==> src/rtl/mult_div_unit.sv <==
// Iterative MULT/MULTU/DIV/DIVU unit with HI/LO result registers.
// Optional MDU_FAST_MUL_EN: single-cycle multiplies; divides stay iterative.
module mult_div_unit #(
    parameter int unsigned WIDTH = 32,
    parameter int unsigned CNT_W = 6
) (
    input  logic             clk,
    input  logic             rst_n,
    input  logic [WIDTH-1:0] i_a,
    input  logic [WIDTH-1:0] i_b,
    input  logic             start,
    input  logic [1:0]       op,
    input  logic             we_hi,
    input  logic             we_lo,
    output logic             busy,
    output logic             done,
    output logic [WIDTH-1:0] hi,
    output logic [WIDTH-1:0] lo
);

    typedef enum logic [1:0] {StIdle, StRun, StFin} state_e;

    state_e             state_q, state_d;
    logic [CNT_W-1:0]   cnt_q, cnt_d;
    logic [WIDTH-1:0]   acc_q, acc_d;
    logic [WIDTH-1:0]   work_q, work_d;
    logic [WIDTH-1:0]   opnd_q, opnd_d;
    logic               div_q, div_d;
    logic               neg_q, neg_d;
    logic               rem_neg_q, rem_neg_d;
    logic               div0_q, div0_d;
    logic               done_q, done_d;
    logic [WIDTH-1:0]   hi_q, hi_d;
    logic [WIDTH-1:0]   lo_q, lo_d;

    logic               launch;
    logic               fast_start;
    logic               signed_op;
    logic [WIDTH-1:0]   mag_a, mag_b;
    logic [WIDTH:0]     mul_sum;
    logic [WIDTH:0]     div_shift, div_diff;
    logic [2*WIDTH-1:0] prod, prod_fix;
    logic [WIDTH-1:0]   quot_fix, rem_fix;

    assign launch    = (state_q == StIdle) && start;
    assign signed_op = ~op[0];
    assign mag_a     = (signed_op && i_a[WIDTH-1]) ? -i_a : i_a;
    assign mag_b     = (signed_op && i_b[WIDTH-1]) ? -i_b : i_b;

`ifdef MDU_FAST_MUL_EN
    logic [2*WIDTH-1:0] fast_prod;
    assign fast_start = launch & ~op[1];
    assign fast_prod  = {{WIDTH{1'b0}}, mag_a} * {{WIDTH{1'b0}}, mag_b};
`else
    assign fast_start = 1'b0;
`endif

    assign mul_sum   = {1'b0, acc_q} + (work_q[0] ? {1'b0, opnd_q} : '0);
    assign div_shift = {acc_q, work_q[WIDTH-1]};
    assign div_diff  = div_shift - {1'b0, opnd_q};
    assign prod      = {acc_q, work_q};
    assign prod_fix  = neg_q ? -prod : prod;
    assign quot_fix  = neg_q ? -work_q : work_q;
    assign rem_fix   = rem_neg_q ? -acc_q : acc_q;

    // State register
    always_ff @(posedge clk or negedge rst_n) begin
        if (!rst_n) begin
            state_q <= StIdle;
        end else begin
            state_q <= state_d;
        end
    end

    // Next-state logic
    always_comb begin
        state_d = state_q;
        case (state_q)
            StIdle:  if (start) state_d = fast_start ? StFin : StRun;
            StRun:   if (cnt_q == CNT_W'(WIDTH - 1)) state_d = StFin;
            StFin:   state_d = StIdle;
            default: state_d = StIdle;
        endcase
    end

    // Outputs
    always_comb begin
        busy = (state_q != StIdle);
        done = done_q;
        hi   = hi_q;
        lo   = lo_q;
    end

    // Datapath next-state
    always_comb begin
        cnt_d     = cnt_q;
        acc_d     = acc_q;
        work_d    = work_q;
        opnd_d    = opnd_q;
        div_d     = div_q;
        neg_d     = neg_q;
        rem_neg_d = rem_neg_q;
        div0_d    = div0_q;
        if (launch) begin
            cnt_d     = '0;
            acc_d     = '0;
            work_d    = mag_a;
            opnd_d    = mag_b;
            div_d     = op[1];
            neg_d     = signed_op & (i_a[WIDTH-1] ^ i_b[WIDTH-1]);
            rem_neg_d = signed_op & i_a[WIDTH-1];
            div0_d    = (i_b == '0);
`ifdef MDU_FAST_MUL_EN
            if (!op[1]) {acc_d, work_d} = fast_prod;
`endif
        end else if (state_q == StRun) begin
            cnt_d = cnt_q + CNT_W'(1);
            if (div_q) begin
                // Restoring step: keep the difference only when it did not borrow
                if (!div_diff[WIDTH]) begin
                    acc_d  = div_diff[WIDTH-1:0];
                    work_d = {work_q[WIDTH-2:0], 1'b1};
                end else begin
                    acc_d  = div_shift[WIDTH-1:0];
                    work_d = {work_q[WIDTH-2:0], 1'b0};
                end
            end else begin
                acc_d  = mul_sum[WIDTH:1];
                work_d = {mul_sum[0], work_q[WIDTH-1:1]};
            end
        end
    end

    // Result registers
    always_comb begin
        hi_d   = hi_q;
        lo_d   = lo_q;
        done_d = 1'b0;
        if (state_q == StFin) begin
            done_d = 1'b1;
            if (div_q) begin
                hi_d = rem_fix;
                lo_d = div0_q ? '1 : quot_fix;
            end else begin
                {hi_d, lo_d} = prod_fix;
            end
        end else if (state_q == StIdle && !start) begin
            if (we_hi) hi_d = i_a;
            if (we_lo) lo_d = i_a;
        end
    end

    always_ff @(posedge clk or negedge rst_n) begin
        if (!rst_n) begin
            cnt_q     <= '0;
            acc_q     <= '0;
            work_q    <= '0;
            opnd_q    <= '0;
            div_q     <= 1'b0;
            neg_q     <= 1'b0;
            rem_neg_q <= 1'b0;
            div0_q    <= 1'b0;
            done_q    <= 1'b0;
            hi_q      <= '0;
            lo_q      <= '0;
        end else begin
            cnt_q     <= cnt_d;
            acc_q     <= acc_d;
            work_q    <= work_d;
            opnd_q    <= opnd_d;
            div_q     <= div_d;
            neg_q     <= neg_d;
            rem_neg_q <= rem_neg_d;
            div0_q    <= div0_d;
            done_q    <= done_d;
            hi_q      <= hi_d;
            lo_q      <= lo_d;
        end
    end

endmodule
==> config.mk <==
export PLATFORM = sky130hd
export DESIGN_NAME = mult_div_unit
export DESIGN_NICKNAME = d
export VERILOG_FILES = /design/src/rtl/mult_div_unit.sv
export SDC_FILE = /design/constraint.sdc
export NUM_CORES = 1
export LEC_CHECK = 0
export ABC_AREA = 1
export CAP_MARGIN = 5
export CORE_MARGIN = 2
export CORE_UTILIZATION = 40
export CTS_BUF_LIST = sky130_fd_sc_hd__clkbuf_4 sky130_fd_sc_hd__clkbuf_8
export DETAILED_ROUTE_END_ITERATION = 12
export PLACE_DENSITY_LB_ADDON = 0.15
export REMOVE_ABC_BUFFERS = 1
export SLEW_MARGIN = 10
export SYNTH_ARGS = -nofsm -noshare
export SYNTH_HDL_FRONTEND = slang
export SYNTH_SLANG_ARGS = --single-unit
export TNS_END_PERCENT = 100
==> constraint.sdc <==
create_clock -name clk -period 4.7 [get_ports clk]
set_clock_uncertainty 0.1 [all_clocks]
set_input_delay 0.94 -clock clk [delete_from_list [all_inputs] [get_ports clk]]
set_output_delay 0.94 -clock clk [all_outputs]
set_load 0.1 [all_outputs]
==> out/metrics.cfg <==
[worst_setup_path]
startpoint = work_q[0]
crit_fanout = 18
required_ns = 5.14
crit_type = reg2reg
worstPathArrival_ns = 4.20
worstSetupEndpointType = register
r2r_start = work_q[0]
start_kind = register

[floorplanning]
dieWidth_um = 213
die_h_um = 213
core-area_sq_um = 43000
rows = 76
ios = 137
initial_core_util = 0.405
dieArea_sq_um = 45200

[clock_network]
cts_tree = yes
cts_resized = 0
clock_sinks = 173
numCtsBuffers = 17
clk_pin_slew_worst_paths_ns = 0.10
clk-insertion-delay-late_ns = 0.60
post_cts_buffers = 0
ctsHtreeMaxLevel = 4
cts_buffer_depth = 2
cts_root_buf = clkbuf_8
ctsHoldBuffers = 0

[routing]
drt_iter0_drc = 1698
drc = 0
routed_wl_um = 71500
antenna_left = 0
vias = 19700
dr.pass1.iters = 7
wire_per_inst_um = 19.5
via_per_inst = 5.39

[sta]
max_freq_mhz = 266
finalCriticalPeriod_ns = 3.76
grt_setup_unrepaired = false
setup_slack_ns = 0.939
relSlewSlack = 0.332
finalSetupViolCount = 0
worstMarginPinSlew_ns = 1.00
slew_viol_final = 0
period_share = 0.800
hold_violations = 0

[logic_synthesis]
synth_fa_ha_area_frac = 0.0519
ys.flop_type = dfrtp_1
synth_warnings = 0
synth-edff-count = 0
synthDominantCellAreaShare = 0.249
synth_area_sq_um = 17400
synth.avg_cell_area_sq_um = 5.86
async_flop_share = 1.00
synthTopCellsByArea = dfrtp_1 (25%), nand2_1 (20%), inv_1 (9.1%)
synth_cell_type_count = 48
muxShareOfSynthArea = 0
ys_ff_latch = 173
synth_area_leader_cell = dfrtp_1
synth_top_family_by_area = simple AND/OR/NAND/NOR gates
synth_xor_area_frac = 0.0337
synth-compound-area-share = 0.159
synthCells = 2970
yosys.area_share.simple = 0.393
synth_seq_area_share = 0.249

[finish]
final-instance-count-excl-fill = 3662
fin_util = 0.461
areaGrowthSynthToFinish_pct = 13.7
drive_gt1_frac = 0.0410
design_area_sq_um = 19800
fin_nets = 3205

[placed_design]
io_buffers = 136
dp.cells = 3629
dpl_cell_area_sq_um = 19400
place_ws_ns = 1.08
dp_hpwl_um = 55800
finalWeightedCongestion = 0.959

[global_route]
grt_overflow = 0
track_usage = 0.321
grt_pass1_wl_um = 109000
grt_pass1_vias = 19200
grt_antenna_before_repair = 1
grt_max_degree = 80

[worst_hold_path]
hold_class = in2async

[outcome]
outcome = complete, no violations

[run]
cap_violations = 0

state kept, by name, indices dropped and copies added (netlist names), 2 cells and up:
signal / flops
acc_q: 32
cnt_q: 6
hi: 32
lo: 32
opnd_q: 32
state_q: 2
work_q: 32
cells in the mapped netlist (9+ instances only):
cell and number:
dfrtp_1 173, xor2_1 47, a22oi_1 26, a2bb2oi_1 27, buf_2 10, ha_1 69, nand3_1 245, inv_1 422
o21ai_1 10, nand2_1 926, nand3b_1 17, a21boi_0 9, clkbuf_1 68, o21ai_0 235, o21bai_1 12, xnor2_1 20
o211ai_1 11, nand4_1 32, nor3_1 33, nor2_1 347, buf_1 12, or2_2 27, a21oi_1 131
layout by cell type (no fill, tap or decap), types with 5 or more instances in the layout:
master	instances
a21boi_0	9
a21boi_1	5
a21oi_1	131
a22oi_1	26
a2bb2oi_1	27
buf_4	32
clkbuf_8	20
clkdlybuf4s50_1	135
dfrtp_1	172
ha_1	69
inv_1	420
nand2_1	926
nand2_2	8
nand3_1	245
nand3b_1	17
nand4_1	32
nor2_1	342
nor2_2	9
nor3_1	33
nor4_1	5
o211ai_1	11
o21a_1	5
o21ai_0	235
o21ai_1	8
o21bai_1	12
or2_2	27
xnor2_1	20
xor2_1	47
worst max-delay path, stage by stage (launching register included):
cell and delay [ns]:
dfrtp_1 0.85, nand2_1 0.10, inv_1 0.10, ha_1 0.21, inv_1 0.07, fa_1 0.41
inv_1 0.10, nand3_1 0.07, nand2_1 0.21, inv_1 0.11, o21ai_0 0.53, nand3_1 0.26
nand3_1 0.18, nand2_1 0.08, inv_1 0.05, o21ai_0 0.07, inv_1 0.09, nand2_1 0.05
nand2_1 0.06
layout make-up:
class	count	area, sq um
fill	4738	23200
timing repair buffer	169	1630
clock buffer	21	277
inverter	424	1590
antenna	1	2.50
sequential	173	4330
multi-input combinational	2278	11100
tap	585	732
clock inverter	11	109
worst paths after layout:
kind	depth (start not counted)	endpoint	slack (ns)
max	18	acc_q[31]	0.94
min	1	lo[11]	0.27
max reg2reg	18	acc_q[31]	0.94
min reg2reg	2	hi[1]	0.39
max in group asynchronous	2	acc_q[28]	3.30
min in group clk	2	hi[1]	0.39
logic make-up after synthesis:
family | Yosys count
xor gates and xnor gates | 67
and+or+nand+nor | 1653
AOI/OAI and AO/OA | 487
buffers and inverters | 519
adders and majority gates | 71
DFF | 173
through the flow:
stage	hold slack [ns]	setup TNS, ns
after global placement	0.364	0
after CTS	0.269	0
final	0.266	0
after global routing	0.311	0
after detailed placement	0.371	0
after floorplan	0.359	-0.0836
metal layers:
| layer | track usage | part of all wire |
|---|---|---|
| met5 | 0 | 0 |
| met4 | 0.194 | 0.061 |
| met3 | 0.0441 | 0.054 |
| met2 | 0.554 | 0.48 |
| met1 | 0.379 | 0.41 |
Power is not shown: default switching activity piles up to over one toggle a cycle in this logic, so the estimate is an artifact.
